### src/rtl/shift_issue_stage.sv
// Shift issue stage: buffers {data, cnt, op} requests in a small FIFO and issues them through a
// barrel shifter into a registered valid/ready output. Define SHIFT_ZERO_FLAG_EN to add out_zero.

module barrelShifter #(
    parameter int N  = 16,
    parameter int CT = 4
) (
    input  logic [N-1:0]  data,
    input  logic [CT-1:0] cnt,
    input  logic [1:0]    op,
    output logic [N-1:0]  result
);

    logic [N-1:0]        r;
    logic [2*N-1:0]      dbl;
    logic signed [N-1:0] sr;

    // Log-depth shifter: stage k shifts by 2^k when cnt[k] is set. Arithmetic shifts keep the
    // original sign bit in the MSB, so every sra stage fills with the operand's sign.
    always_comb begin
        r   = data;
        dbl = '0;
        sr  = '0;
        for (int k = 0; k < CT; k++) begin
            if (cnt[k]) begin
                case (op)
                    2'b00: begin
                        dbl = {r, r} << (1 << k);
                        r   = dbl[2*N-1:N];
                    end
                    2'b01: r = r << (1 << k);
                    2'b10: begin
                        sr = r;
                        r  = sr >>> (1 << k);
                    end
                    default: r = r >> (1 << k);
                endcase
            end
        end
        result = r;
    end

endmodule

module shift_issue_stage #(
    parameter int N     = 16,
    parameter int CT    = 4,
    parameter int DEPTH = 2
) (
    input  logic                     clk,
    input  logic                     rst_n,
    input  logic                     in_valid,
    output logic                     in_ready,
    input  logic [N-1:0]             in_data,
    input  logic [CT-1:0]            in_cnt,
    input  logic [1:0]               in_op,
    output logic                     out_valid,
    input  logic                     out_ready,
    output logic [N-1:0]             out_data,
    output logic [$clog2(DEPTH):0]   occupancy
`ifdef SHIFT_ZERO_FLAG_EN
    ,
    output logic                     out_zero
`endif
);

    localparam int PW = $clog2(DEPTH);
    localparam int OW = PW + 1;

    typedef struct packed {
        logic [N-1:0]  data;
        logic [CT-1:0] cnt;
        logic [1:0]    op;
    } req_t;

    req_t          mem [DEPTH];
    logic [PW-1:0] rd_ptr;
    logic [PW-1:0] wr_ptr;
    logic [OW-1:0] count_p0;
    logic          rdy_p0;

    logic          fifo_empty;
    logic          fifo_full;
    logic          accept;
    logic          slot_free;
    logic          issue;
    logic          push;
    logic          pop;
    req_t          in_req;
    req_t          issue_req;
    logic [N-1:0]  shift_res;

    assign fifo_empty = (count_p0 == '0);
    assign fifo_full  = (count_p0 == OW'(DEPTH));
    // in_ready depends only on registered state, never on out_ready.
    assign in_ready   = rdy_p0 && !fifo_full;
    assign occupancy  = count_p0;

    assign accept    = in_valid && in_ready;
    assign slot_free = !out_valid || out_ready;
    assign issue     = slot_free && (!fifo_empty || accept);
    assign pop       = issue && !fifo_empty;
    // An accepted request skips the FIFO only when it is issued directly from an empty FIFO.
    assign push      = accept && !(issue && fifo_empty);

    assign in_req    = '{data: in_data, cnt: in_cnt, op: in_op};
    assign issue_req = fifo_empty ? in_req : mem[rd_ptr];

    barrelShifter #(
        .N  (N),
        .CT (CT)
    ) u_shift (
        .data   (issue_req.data),
        .cnt    (issue_req.cnt),
        .op     (issue_req.op),
        .result (shift_res)
    );

    // ---- stage p0: FIFO storage and control ----
    always_ff @(posedge clk) begin
        if (push) begin
            mem[wr_ptr] <= in_req;
        end
    end

    always_ff @(posedge clk or negedge rst_n) begin
        if (!rst_n) begin
            rdy_p0   <= 1'b0;
            rd_ptr   <= '0;
            wr_ptr   <= '0;
            count_p0 <= '0;
        end else begin
            rdy_p0 <= 1'b1;
            if (push) begin
                wr_ptr <= wr_ptr + 1'b1;
            end
            if (pop) begin
                rd_ptr <= rd_ptr + 1'b1;
            end
            if (push && !pop) begin
                count_p0 <= count_p0 + 1'b1;
            end else if (pop && !push) begin
                count_p0 <= count_p0 - 1'b1;
            end
        end
    end

    // ---- stage p1: registered result ----
    always_ff @(posedge clk or negedge rst_n) begin
        if (!rst_n) begin
            out_valid <= 1'b0;
            out_data  <= '0;
        end else if (issue) begin
            out_valid <= 1'b1;
            out_data  <= shift_res;
        end else if (slot_free) begin
            out_valid <= 1'b0;
        end
    end

`ifdef SHIFT_ZERO_FLAG_EN
    always_ff @(posedge clk or negedge rst_n) begin
        if (!rst_n) begin
            out_zero <= 1'b0;
        end else if (issue) begin
            out_zero <= (shift_res == '0);
        end
    end
`endif

endmodule

### config.mk
export PLATFORM = sky130hd
export DESIGN_NAME = shift_issue_stage
export DESIGN_NICKNAME = d
export VERILOG_FILES = /design/src/rtl/shift_issue_stage.sv
export SDC_FILE = /design/constraint.sdc
export NUM_CORES = 1
export LEC_CHECK = 0
export CAP_MARGIN = 20
export CORE_MARGIN = 2
export CORE_UTILIZATION = 50
export DETAILED_ROUTE_END_ITERATION = 8
export PLACE_DENSITY = 0.76
export SKIP_LAST_GASP = 1
export SLEW_MARGIN = 20
export SYNTH_ARGS = -nofsm -noshare
export SYNTH_HDL_FRONTEND = slang
export SYNTH_HIERARCHICAL = 1
export SYNTH_SLANG_ARGS = --single-unit
### constraint.sdc
create_clock -name clk -period 5 [get_ports clk]
set_clock_uncertainty 0.05 [all_clocks]
set_input_delay 0.75 -clock clk [delete_from_list [all_inputs] [get_ports clk]]
set_output_delay 0.75 -clock clk [all_outputs]
set_load 0.02 [all_outputs]
# Word-level counts from Yosys, hierarchy flattened
# Memories as Yosys holds them, arrays and structs flattened.
# Cells that the tools add are included.
[classes] n_addsub=4 eq_ne=3 n_mux=15 reduce_logical=20
[op_table] operator="case mux 16 bit (3 select lines)" count=4
[op_table] operator="2-to-1 mux 16 bit" count=4
[op_table] operator="2-to-1 mux 22 bit" count=1
[op_table] operator="logical AND 1 bit" count=8
[op_table] operator="zero test 1 bit" count=6
[op_table] operator="== test 2 bit (second input constant)" count=2
[op_table] operator="zero test 2 bit" count=2
[op_table] operator="2-to-1 mux 1 bit" count=4
[op_table] operator="2-to-1 mux 2 bit" count=2
[op_table] operator="nonzero test 2 bit" count=2
[op_table] operator="adder 1 bit (second input constant)" count=2
[op_table] operator="adder 2 x 1 -> 2 bit (second input constant)" count=1
[op_table] operator="== test 2 x 1 -> 1 bit (second input constant)" count=1
[op_table] operator="logical OR 1 bit" count=2
[op_table] operator="subtractor 2 x 1 -> 2 bit (second input constant)" count=1
[word_totals] reg_bits=22 ramBits=44 input_bits=26 memories=1
[mem_list] memory="mem" depth=2 word_bits=22 read_ports=1 rd_ports_with_merged_regs=0 write_ports=1 line="76" source="req_t mem [DEPTH];"

# Logic depth before layout (Yosys ltp)
[depth] ltp_word=13 mapped_depth=14 ltp_nobuf=9

# Hierarchy
# Netlist, hierarchy kept.
[by_module_without_submodules] mod="shift_issue_stage" n_inst=1 cells_each=179 area_per_inst_um2=2722.6 seq_area_each_um2=1871.8
[by_module_without_submodules] mod="barrelShifter" n_inst=1 cells_each=274 area_per_inst_um2=1785.5 seq_area_each_um2=0.0

# Least setup slack after synthesis
# Ideal clock, no wire load.
[synth_timing] path_type="register to register" startpoint="register count_p0[0], in the netlist occupancy[0]" endpoint="register out_data[10]" setup_ns=0.125 arrival_ns=2.721 required_time_ns=4.825 slack_ns=2.104 path_stages_with_launch=12 path_buffers=3 synth_period_minus_slack_ns=2.896 path_cell_list="dfrtp_1 or2_1 buf_4 buf_2 a21oi_1 buf_4 mux2i_1 a211oi_1 a31oi_1 nor2_1 o32a_1 mux2_4"
[synth_rtl] item="start: declaration" line="79" source="logic [OW-1:0] count_p0;"
[synth_rtl] item="start signal: assignment" line="141" source="count_p0 <= count_p0 + 1'b1;"
[synth_rtl] item="start signal: assignment" line="143" source="count_p0 <= count_p0 - 1'b1;"
[synth_rtl] item="end signal: assignment" line="155" source="out_data <= shift_res;"
[synth_rtl] item="end: declaration" line="59" source="output logic [N-1:0] out_data,"

==> impl_results.md <==
* Type of origin of the critical path: flop
* Final setup violation count at 0
* CTS tree: done
* GRT overflow at 0
* Final Non-Filler Cells at 604
* Routed WL at roughly 12,000 um
* Kind of critical path: reg2reg
* Ant diodes at 0
* Yosys warning count at 6
* Placed instance count at around 590
* Final max-slew violation count at 0
* Via-to-Cell Ratio at 6.43
* Drt pass-1 iters at 7
* Setup TNS at 0 ns
* Top post-synthesis cells by area: edfxtp_1, mux2i_1, dfrtp_1
* Worst-Margin Slew at roughly 0.87 ns
* Worst-path clk slew at around 0.090 ns
* Share of cells above drive strength 1 at 14.1%
* ANT nets after route at 0
* Post-synthesis sequential area ratio at between 40% and 50%
* Chip Width at just under 100 um
* Worst EP arrival at around 4 ns
* Crit path cell chain: or2_1 -> buf_4 -> nor2_1 -> a21oi_1 -> mux2i_1 -> a211oi_2 -> nor2_1 -> or3_1 -> a32oi_1 -> mux2_4
* Final period util at 75.4%
* CP endpoint kind: flop
* Synth async-reset ratio at 33.3%
* Syn nets at 480
* CTS root buffer: clkbuf_8
* Initial Utilization at slightly above 50%
* RSZ-0062 raised after global routing: false
* Worst hold-check path type: in2async
* Primary FF master, synth: edfxtp_1
* Fmax at roughly 270 MHz
* Final Hold Fails at 0
* Initial antenna violation count at 0
* Mapped Avg Cell Area at approximately 10 sq um
* DR iter-0 viols at approximately 440
* Synth cell types at 65
* Max Cap Viol at 0
* Die height at between 90 and 100 um
* #FFs+latches synth at 66
* Placer congestion estimate at a little over 0.9
* Post-synth EDFFs at 44
* H-tree levels at 3
* Most used cell, CP: nor2_1
* WL per Instance at about 20 um
* FP Rows at 34
* Largest net degree at the start of global routing at 36
* Mapped Cells at about 450
* Synth Cell Area at roughly 0.0045 sq mm
* Final Net Count at 518
* Post_cts resized at 0
* Post-DP HPWL at around 8800 um
* Total number of vias at just under 4,000
* Sink Count at 66
* Area leader, netlist: edfxtp_1
* Crit path max fanout at 20
* Post-synth top area share at roughly 30%
* Hold slack final at roughly 0.29 ns
* Area Overhead vs Synth at 17.6%
* Slew HR at about two fifths
* Buf/Inv on CP at 1
* Fin util at between 60% and 70%
* First-pass GRT wire length at slightly above 20,000 um
* Remaining DRCs at 0
* Cts hold-fix bufs at 0
* GRT Overall Usage at 25.9%
* Number of global-route vias before repair at 3,862
* Worst path max stage delay at 0.67 ns
* Status: complete, no violations
* Post-CTS Setup Bufs at 0
* Num CTS Buffers at 9
* Clock Path Buffers at 2
* Crit path time final at ~3.8 ns
* Die Footprint at about 0.0098 sq mm
* Cell family with most CP delay: compound AO/OA/AOI/OAI gates
* Placeable Area at 0.00872 sq mm
* Req. time, crit path at between 5 and 6 ns
* Slowest cell on the critical path: a21oi_1
* Later-pin clock latency in the skew report at between 0.3 and 0.4 ns
* I/O pin total at 46
* Port Buffers at 45
per-stage QoR:
step / worst slack [ns] / instance area, sq um
detailed placement: 1.23 / 5090
global route: 1.06 / 5300
global placement: 1.29 / 5060
finish: 1.23 / 5300
floorplan: 2.10 / 4510
CTS: 1.29 / 5310
sequential cells by signal, indices dropped and copies added, names as in the netlist:
signal and flops:
mem 44, occupancy 2, out_data 16, out_valid 1, rd_ptr 1, rdy_p0 1, wr_ptr 1
cells in the final DEF (no fill, tap or decap), drive strengths merged, types with 14 or more instances in the layout:
cell type / count
nor2: 63
mux2i: 60
a21oi: 46
clkdlybuf4s50: 44
edfxtp: 44
nand2: 23
dfrtp: 22
buf: 19
mux2: 19
nor3: 14
a211oi: 14
final timing paths:
kind | from | slack (ns) | to | cells after the start
min reg2reg | out_data[1] | 0.46 | out_data[1] | 1
min in group clk | out_data[1] | 0.46 | out_data[1] | 1
max reg2reg | occupancy[0] | 1.23 | out_data[11] | 10
max | occupancy[0] | 1.23 | out_data[11] | 10
min | rst_n | 0.29 | out_data[10] | 1
max in group asynchronous | rst_n | 4.25 | out_data[3] | 1
per-layer routing:
metal | up-vias | part of all wire, % | GRT usage [%]
met5 | - | 0 | 0
met4 | 0 | 2.9 | 9.48
met3 | 38 | 8.1 | 5.53
met2 | 205 | 47 | 41.2
li1 | 1781 | - | -
met1 | 1857 | 42 | 34.8
cells in the mapped netlist (4+ instances only):
cell	n
nor2_1	62
mux2i_1	60
a21oi_1	46
edfxtp_1	44
nand2_1	23
dfrtp_1	22
buf_2	17
nor3_1	14
clkbuf_1	12
o21ai_0	11
a211oi_1	10
mux2_4	10
o22ai_1	10
mux2_2	8
nand2b_1	8
inv_1	6
o211ai_1	6
a211o_1	4
a211oi_2	4
a21o_1	4
buf_4	4
o32ai_1	4
worst register-to-register path: stages (launching register included):
cell      delay, ns
dfrtp_1        0.49
or2_1          0.61
buf_4          0.36
nor2_1         0.06
a21oi_1        0.67
mux2i_1        0.21
a211oi_2       0.45
nor2_1         0.11
or3_1          0.32
a32oi_1        0.21
mux2_4         0.17
layout make-up:
cell class                 count  area, sq um
clock buffer                  10          128
multi-input combinational    343         2440
timing repair buffer          63          608
tap                          108          135
fill                         750         3420
clock inverter                 6         90.1
sequential                    66         1870
inverter                       8         30.0
cell families (layout without fill, tap and decap cells):
group / Yosys count / in the layout / share of synthesized area (%)
AOI/OAI and AO/OA: 131 / 131 / 20.2
xor gates and xnor gates: 5 / 5 / 0.972
adders and majority gates: 1 / 1 / 0.278
buffers and inverters: 44 / 87 / 5.16
DFF: 66 / 66 / 41.5
muxes: 80 / 80 / 19.4
other: 1 / 1 / 0.0832
and+or+nand+nor: 125 / 125 / 12.4
Power is left out: the tool's default activity adds up to more than one toggle a clock period on the data nets, which glitch-free logic cannot reach.
